==> config.mk <==
export PLATFORM = sky130hd
export DESIGN_NAME = multdiv_sequencer
export DESIGN_NICKNAME = d
export VERILOG_FILES = /design/src/rtl/multdiv_sequencer.sv
export SDC_FILE = /design/constraint.sdc
export NUM_CORES = 1
export LEC_CHECK = 0
export CORE_UTILIZATION = 40
export CTS_BUF_LIST = sky130_fd_sc_hd__clkbuf_4 sky130_fd_sc_hd__clkbuf_8
export CTS_CLUSTER_SIZE = 25
export DETAILED_ROUTE_END_ITERATION = 8
export PLACE_DENSITY = 0.82
export SLEW_MARGIN = 30
export SYNTH_ARGS = -nofsm -noshare
export SYNTH_HDL_FRONTEND = slang
export SYNTH_SLANG_ARGS = --single-unit
export TNS_END_PERCENT = 20
==> constraint.sdc <==
create_clock -name clock -period 2.6 [get_ports clock]
set_input_delay 0.26 -clock clock [delete_from_list [all_inputs] [get_ports clock]]
set_output_delay 0.26 -clock clock [all_outputs]
set_load 0.02 [all_outputs]
==> src/rtl/multdiv_sequencer.sv <==
`default_nettype none
// ============================================================================
// Module   : multdiv_sequencer
// Function : Issue/response controller between the pipeline and the shared
//            multdiv unit. Latches one mult/div request, fires a single-cycle
//            start pulse, waits for result-ready (or aborts on timeout) and
//            holds the response until the pipeline consumes it.
// Revision : 1.0  initial release
// ============================================================================
module multdiv_sequencer #(
  parameter int TIMEOUT = 40,  // max WAIT cycles before abort
  parameter int MIN_LAT = 2    // WAIT cycles during which resultRDY is ignored
) (
  input  logic        clock,
  input  logic        reset,
  // request side
  input  logic        req_valid,
  input  logic        req_op,
  input  logic [31:0] req_a,
  input  logic [31:0] req_b,
  input  logic [4:0]  req_rd,
  output logic        req_ready,
  // multdiv side
  output logic [31:0] md_operandA,
  output logic [31:0] md_operandB,
  output logic        md_ctrl_MULT,
  output logic        md_ctrl_DIV,
  output logic        md_reset,
  input  logic [31:0] md_result,
  input  logic        md_exception,
  input  logic        md_resultRDY,
  // response side
  output logic        resp_valid,
  output logic [31:0] resp_result,
  output logic        resp_exception,
  output logic [4:0]  resp_rd,
  input  logic        resp_ready,
  output logic        busy
);

  // Counter is one bit wider than needed for TIMEOUT so it can sit at
  // TIMEOUT in DONE without wrapping.
  localparam int c_CNT_W = $clog2(TIMEOUT) + 1;
  localparam logic [c_CNT_W-1:0] c_MIN_LAT  = c_CNT_W'(MIN_LAT);
  localparam logic [c_CNT_W-1:0] c_TMO_LAST = c_CNT_W'(TIMEOUT - 1);

  typedef enum logic [1:0] {
    S_IDLE  = 2'd0,
    S_START = 2'd1,
    S_WAIT  = 2'd2,
    S_DONE  = 2'd3
  } state_t;

  state_t               r_state;
  state_t               w_state_nxt;
  logic [c_CNT_W-1:0]   r_cnt;
  logic                 r_op;
  logic [31:0]          r_a;
  logic [31:0]          r_b;
  logic [4:0]           r_rd;
  logic [31:0]          r_result;
  logic                 r_exc;
  logic                 r_abort;
  logic                 w_accept;
  logic                 w_release;
  logic                 w_rdy_ok;
  logic                 w_timeout;

  // Completion qualifiers; a ready seen on the timeout cycle wins over abort.
  always_comb begin
    w_rdy_ok  = (r_state == S_WAIT) && (r_cnt >= c_MIN_LAT) && md_resultRDY;
    w_timeout = (r_state == S_WAIT) && !w_rdy_ok && (r_cnt == c_TMO_LAST);
  end

  // State register.
  always_ff @(posedge clock) begin
    if (reset) begin
      r_state <= S_IDLE;
    end else begin
      r_state <= w_state_nxt;
    end
  end

  // Next-state logic and state-decoded outputs.
  always_comb begin
    w_state_nxt  = r_state;
    w_accept     = 1'b0;
    w_release    = 1'b0;
    req_ready    = 1'b0;
    busy         = 1'b1;
    md_ctrl_MULT = 1'b0;
    md_ctrl_DIV  = 1'b0;
    resp_valid   = 1'b0;
    case (r_state)
      S_IDLE: begin
        req_ready = 1'b1;
        busy      = 1'b0;
        if (req_valid) begin
          w_accept    = 1'b1;
          w_state_nxt = S_START;
        end
      end
      S_START: begin
        md_ctrl_MULT = ~r_op;
        md_ctrl_DIV  = r_op;
        w_state_nxt  = S_WAIT;
      end
      S_WAIT: begin
        if (w_rdy_ok || w_timeout) begin
          w_state_nxt = S_DONE;
        end
      end
      S_DONE: begin
        resp_valid = 1'b1;
        if (resp_ready) begin
          w_release   = 1'b1;
          w_state_nxt = S_IDLE;
        end
      end
      default: begin
        w_state_nxt = S_IDLE;
      end
    endcase
  end

  // WAIT-cycle counter: cleared outside an operation, counts in WAIT,
  // holds its final value in DONE.
  always_ff @(posedge clock) begin
    if (reset) begin
      r_cnt <= '0;
    end else begin
      case (r_state)
        S_WAIT:  r_cnt <= r_cnt + 1'b1;
        S_DONE:  r_cnt <= r_cnt;
        default: r_cnt <= '0;
      endcase
    end
  end

  // Request latch; operands are registers so multdiv sees glitch-free
  // values from START through DONE, and zero once back in IDLE.
  always_ff @(posedge clock) begin
    if (reset) begin
      r_op <= 1'b0;
      r_a  <= '0;
      r_b  <= '0;
      r_rd <= '0;
    end else if (w_accept) begin
      r_op <= req_op;
      r_a  <= req_a;
      r_b  <= req_b;
      r_rd <= req_rd;
    end else if (w_release) begin
      r_a  <= '0;
      r_b  <= '0;
    end
  end

  // Response capture: real result on ready, zero plus exception on abort.
  always_ff @(posedge clock) begin
    if (reset) begin
      r_result <= '0;
      r_exc    <= 1'b0;
    end else if (w_rdy_ok) begin
      r_result <= md_result;
      r_exc    <= md_exception;
    end else if (w_timeout) begin
      r_result <= '0;
      r_exc    <= 1'b1;
    end
  end

  // One-cycle abort pulse, issued in the first DONE cycle after a timeout.
  always_ff @(posedge clock) begin
    if (reset) begin
      r_abort <= 1'b0;
    end else begin
      r_abort <= w_timeout;
    end
  end

  assign md_operandA    = r_a;
  assign md_operandB    = r_b;
  assign md_reset       = reset | r_abort;
  assign resp_result    = r_result;
  assign resp_exception = r_exc;
  assign resp_rd        = r_rd;

endmodule
`default_nettype wire

==> run metrics <==
DRC 0; layout cell share with drive strength beyond 1 7.44%; Setup Buffers After CTS 0; placed inst area 0.00618 mm2; post-synthesis cell area 0.00395 mm2; crit-path max FO 33; port buffer count 215; sw frac 31.4%; Comb power frac 31.2%; Avg WL per Cell 15.8 um; Worst-Skew Late Latency 0.42 ns; die width 101 um; vias in the first global route 3767; Post-Route Hold Slack 0.290 ns; compound-gate portion of the synthesized area 23.4%; min-delay src reset; P_sw 1.73 mW; final instance area 0.00661 mm2; remaining global-route overflow 0; initial antenna violation count 0; worst reg2reg path depth 7; hold depth 4; unique cell type count in the Yosys netlist 31; Seq/Total Area, Yosys 57.3%; n_diodes 0; CP startpoint kind flop; Pwr Density 833 mW/mm2; R2R Path End resp_result[22]$_SDFFE_PP0P_; Tightest Pin Transition 0.763 ns; R2R Setup Slk 0.36 ns; top-area cell type share of the netlist area 57.3%; clock tree sinks 113; CTS H-Tree Depth 4; Final #Nets 708; Seq pwr share 37.2%; Hold Fails Final Rpt 0; GRT Total Usage 22.4%; RSZ-0062 raised after global routing no; Tot Pwr 5.50 mW; status finished clean; Starting Density 41.9%; clk root buf clkbuf_8; Die Span Y 101 um; post-DP HPWL 7.94 mm; Clock Path Buffers 2; CTS clock-pin slew for the worst setup and hold paths 0.07 ns; Arr. time, crit path 2.59 ns; endpoint class of the critical path flop; WS Path Type reg2reg; post-synthesis mux area share 0.254%; Synth Instances 387; Hold EP r_abort$_SDFF_PP0_; largest family of logic cells by synthesized area compound AO/OA/AOI/OAI gates; post-cts sizing count 0; Yosys reg bits 113; via count 3777; area share of and/or/nand/nor cells after synthesis 11.3%; largest area contributor in the netlist dfxtp_1; pins over their slew limit 0; largest net degree at the start of global routing 73; Final ANT Viol Nets 0; maximum clock frequency 0.446 GHz; Routed WL 11.6 mm; Post-synth EDFFs 0; Post-Syn Area per Cell 10.2 um2; final setup violation count 0; die area 0.0103 mm2; area delta synth->final 67.4%; length of the first detailed-routing pass in iterations 4; max-cap check violation count 0; Initial DRC Count 116; Yosys warning count 0; Clk network pwr share 31.5%; asr flop ratio synth 0%; minimum clock period 2.24 ns; dominant synthesized flop cell dfxtp_1; net count after synthesis 502; Max IR drop VDD 0.000566 V; Hold Crit Class in2reg; Cell Int Power 3.77 mW; WP data required 2.95 ns; crit share post-route 86.2%; CTS Hold Buffers Added 0; Static Leak 2.43 nW; I/O pin count 216; Synth Area in XOR/XNOR 0.888%; row count 35; first-pass GRT wire length 17.9 mm; DR vias/cell 5.15; core area 0.00942 mm2; reg2reg start r_cnt[0]$_SDFFE_PP0N_; total CTS buffers 17; CTS tree yes; clock skew 0.0140 ns; Max transition margin 49.2%; setup TNS 0 ns; Post-Synth Adder-Cell Area 2.22%; top cells by area, synth dfxtp_1 (57%), a22oi_1 (12%), a32o_1 (8.1%); GP Congestion 0.728
-- Yosys cell counts, types with 3 or more instances --
| library cell | number |
|---|---|
| dfxtp_1 | 113 |
| nor2_1 | 71 |
| a22oi_1 | 64 |
| a32o_1 | 32 |
| clkbuf_1 | 29 |
| nand2_1 | 18 |
| a21oi_1 | 10 |
| ha_1 | 7 |
| inv_1 | 7 |
| buf_6 | 4 |
| nand4_1 | 3 |
| xor2_1 | 3 |
-- power groups by stage --
stage	clock, mW	sequential [mW]	combinational (mW)
after floorplan	0	2.28	0.724
after global placement	0	2.07	1.69
after detailed placement	0	2.08	1.72
after CTS	1.78	2.05	1.74
after global routing	1.85	2.07	1.86
final	1.73	2.05	1.72
-- routing by layer --
layer | up-vias | part of all wire, % | track usage [%]
met4 | 0 | 3.1 | 11.4
met1 | 1751 | 40 | 24.1
li1 | 1816 | - | -
met3 | 26 | 9.7 | 10.0
met5 | - | 0 | 0
met2 | 184 | 48 | 37.3
-- worst max-delay path: stages, from the launching register on --
cell and delay [ns]:
dfxtp_1 0.41, inv_1 0.07, ha_1 0.19, or4_1 0.44, o21ai_1 0.35, a21bo_1 0.16, buf_4 0.32, a32o_1 0.22
-- worst max path at each step --
stage                             from                      endpoint  slack [ns]  depth (start not counted)
2_1_floorplan  r_state[0]$_SDFFE_PP0P_   md_operandA[0]$_SDFFE_PP0P_        0.60                          8
3_3_place_gp              md_resultRDY  resp_result[17]$_SDFFE_PP0P_        0.55                          4
3_5_place_dp     r_cnt[0]$_SDFFE_PP0N_  resp_result[31]$_SDFFE_PP0P_        0.40                          7
4_1_cts          r_cnt[0]$_SDFFE_PP0N_  resp_result[31]$_SDFFE_PP0P_        0.37                          7
5_1_grt          r_cnt[0]$_SDFFE_PP0N_  resp_result[22]$_SDFFE_PP0P_        0.21                          7
6_report         r_cnt[0]$_SDFFE_PP0N_  resp_result[22]$_SDFFE_PP0P_        0.36                          7
-- layout make-up --
cell class / count / area [um2]
clock buffers: 21 / 289
clock inverters: 10 / 133
fillers: 710 / 2810
inverters: 8 / 30.0
multi-input cells: 233 / 1520
flip-flops and latches: 113 / 2260
well taps: 129 / 161
repair buffers: 220 / 2210
-- logic make-up after synthesis --
| group | after synthesis |
|---|---|
| AOI/OAI and AO/OA | 116 |
| DFF | 113 |
| and+or+nand+nor | 105 |
| buffers and inverters | 41 |
| adders and majority gates | 7 |
| xor gates and xnor gates | 4 |
| muxes | 1 |
-- stage by stage --
stage               instances  worst slack, ns  utilization (%)
CTS                       734            0.372             70.2
detailed placement        703            0.402             65.7
global placement          703            0.552             65.6
floorplan                 387            0.603                -
finish                    734            0.360             70.2
global route              734            0.213             70.2
-- cell usage in the layout (no fill, tap or decap) --
cell and instances:
and2_2 1, clkdlybuf4s50_1 214, a211oi_2 1, inv_1 7, clkinvlp_4 3, buf_4 3, a21oi_1 9, nor2_1 70
o22ai_1 1, dfxtp_1 113, a21oi_4 1, xnor2_1 1, o21ai_1 2, mux2i_1 1, and2_1 1, xor2_1 3
a31o_2 1, clkbuf_8 21, bufinv_16 3, o21ai_0 2, ha_1 7, a22oi_1 64, or2_2 1, nand2_1 18
nor2_4 1, clkinv_2 4, nor3_1 2, clkinv_1 1, o21a_1 1, or3_1 2, a211oi_1 1, nor3b_1 1
nor2b_1 2, nand4_1 3, or3_4 2, or4_1 1, a21bo_1 1, buf_12 2, a32o_1 32, buf_2 1
-- registers in the layout, indices dropped and copies added (netlist names) --
name / cells
md_operandB: 32
md_operandA: 32
resp_rd: 5
resp_result: 32
r_abort: 1
r_state: 2
resp_exception: 1
r_op: 1
r_cnt: 7
No activity file was read; power rests on OpenSTA's default activity.
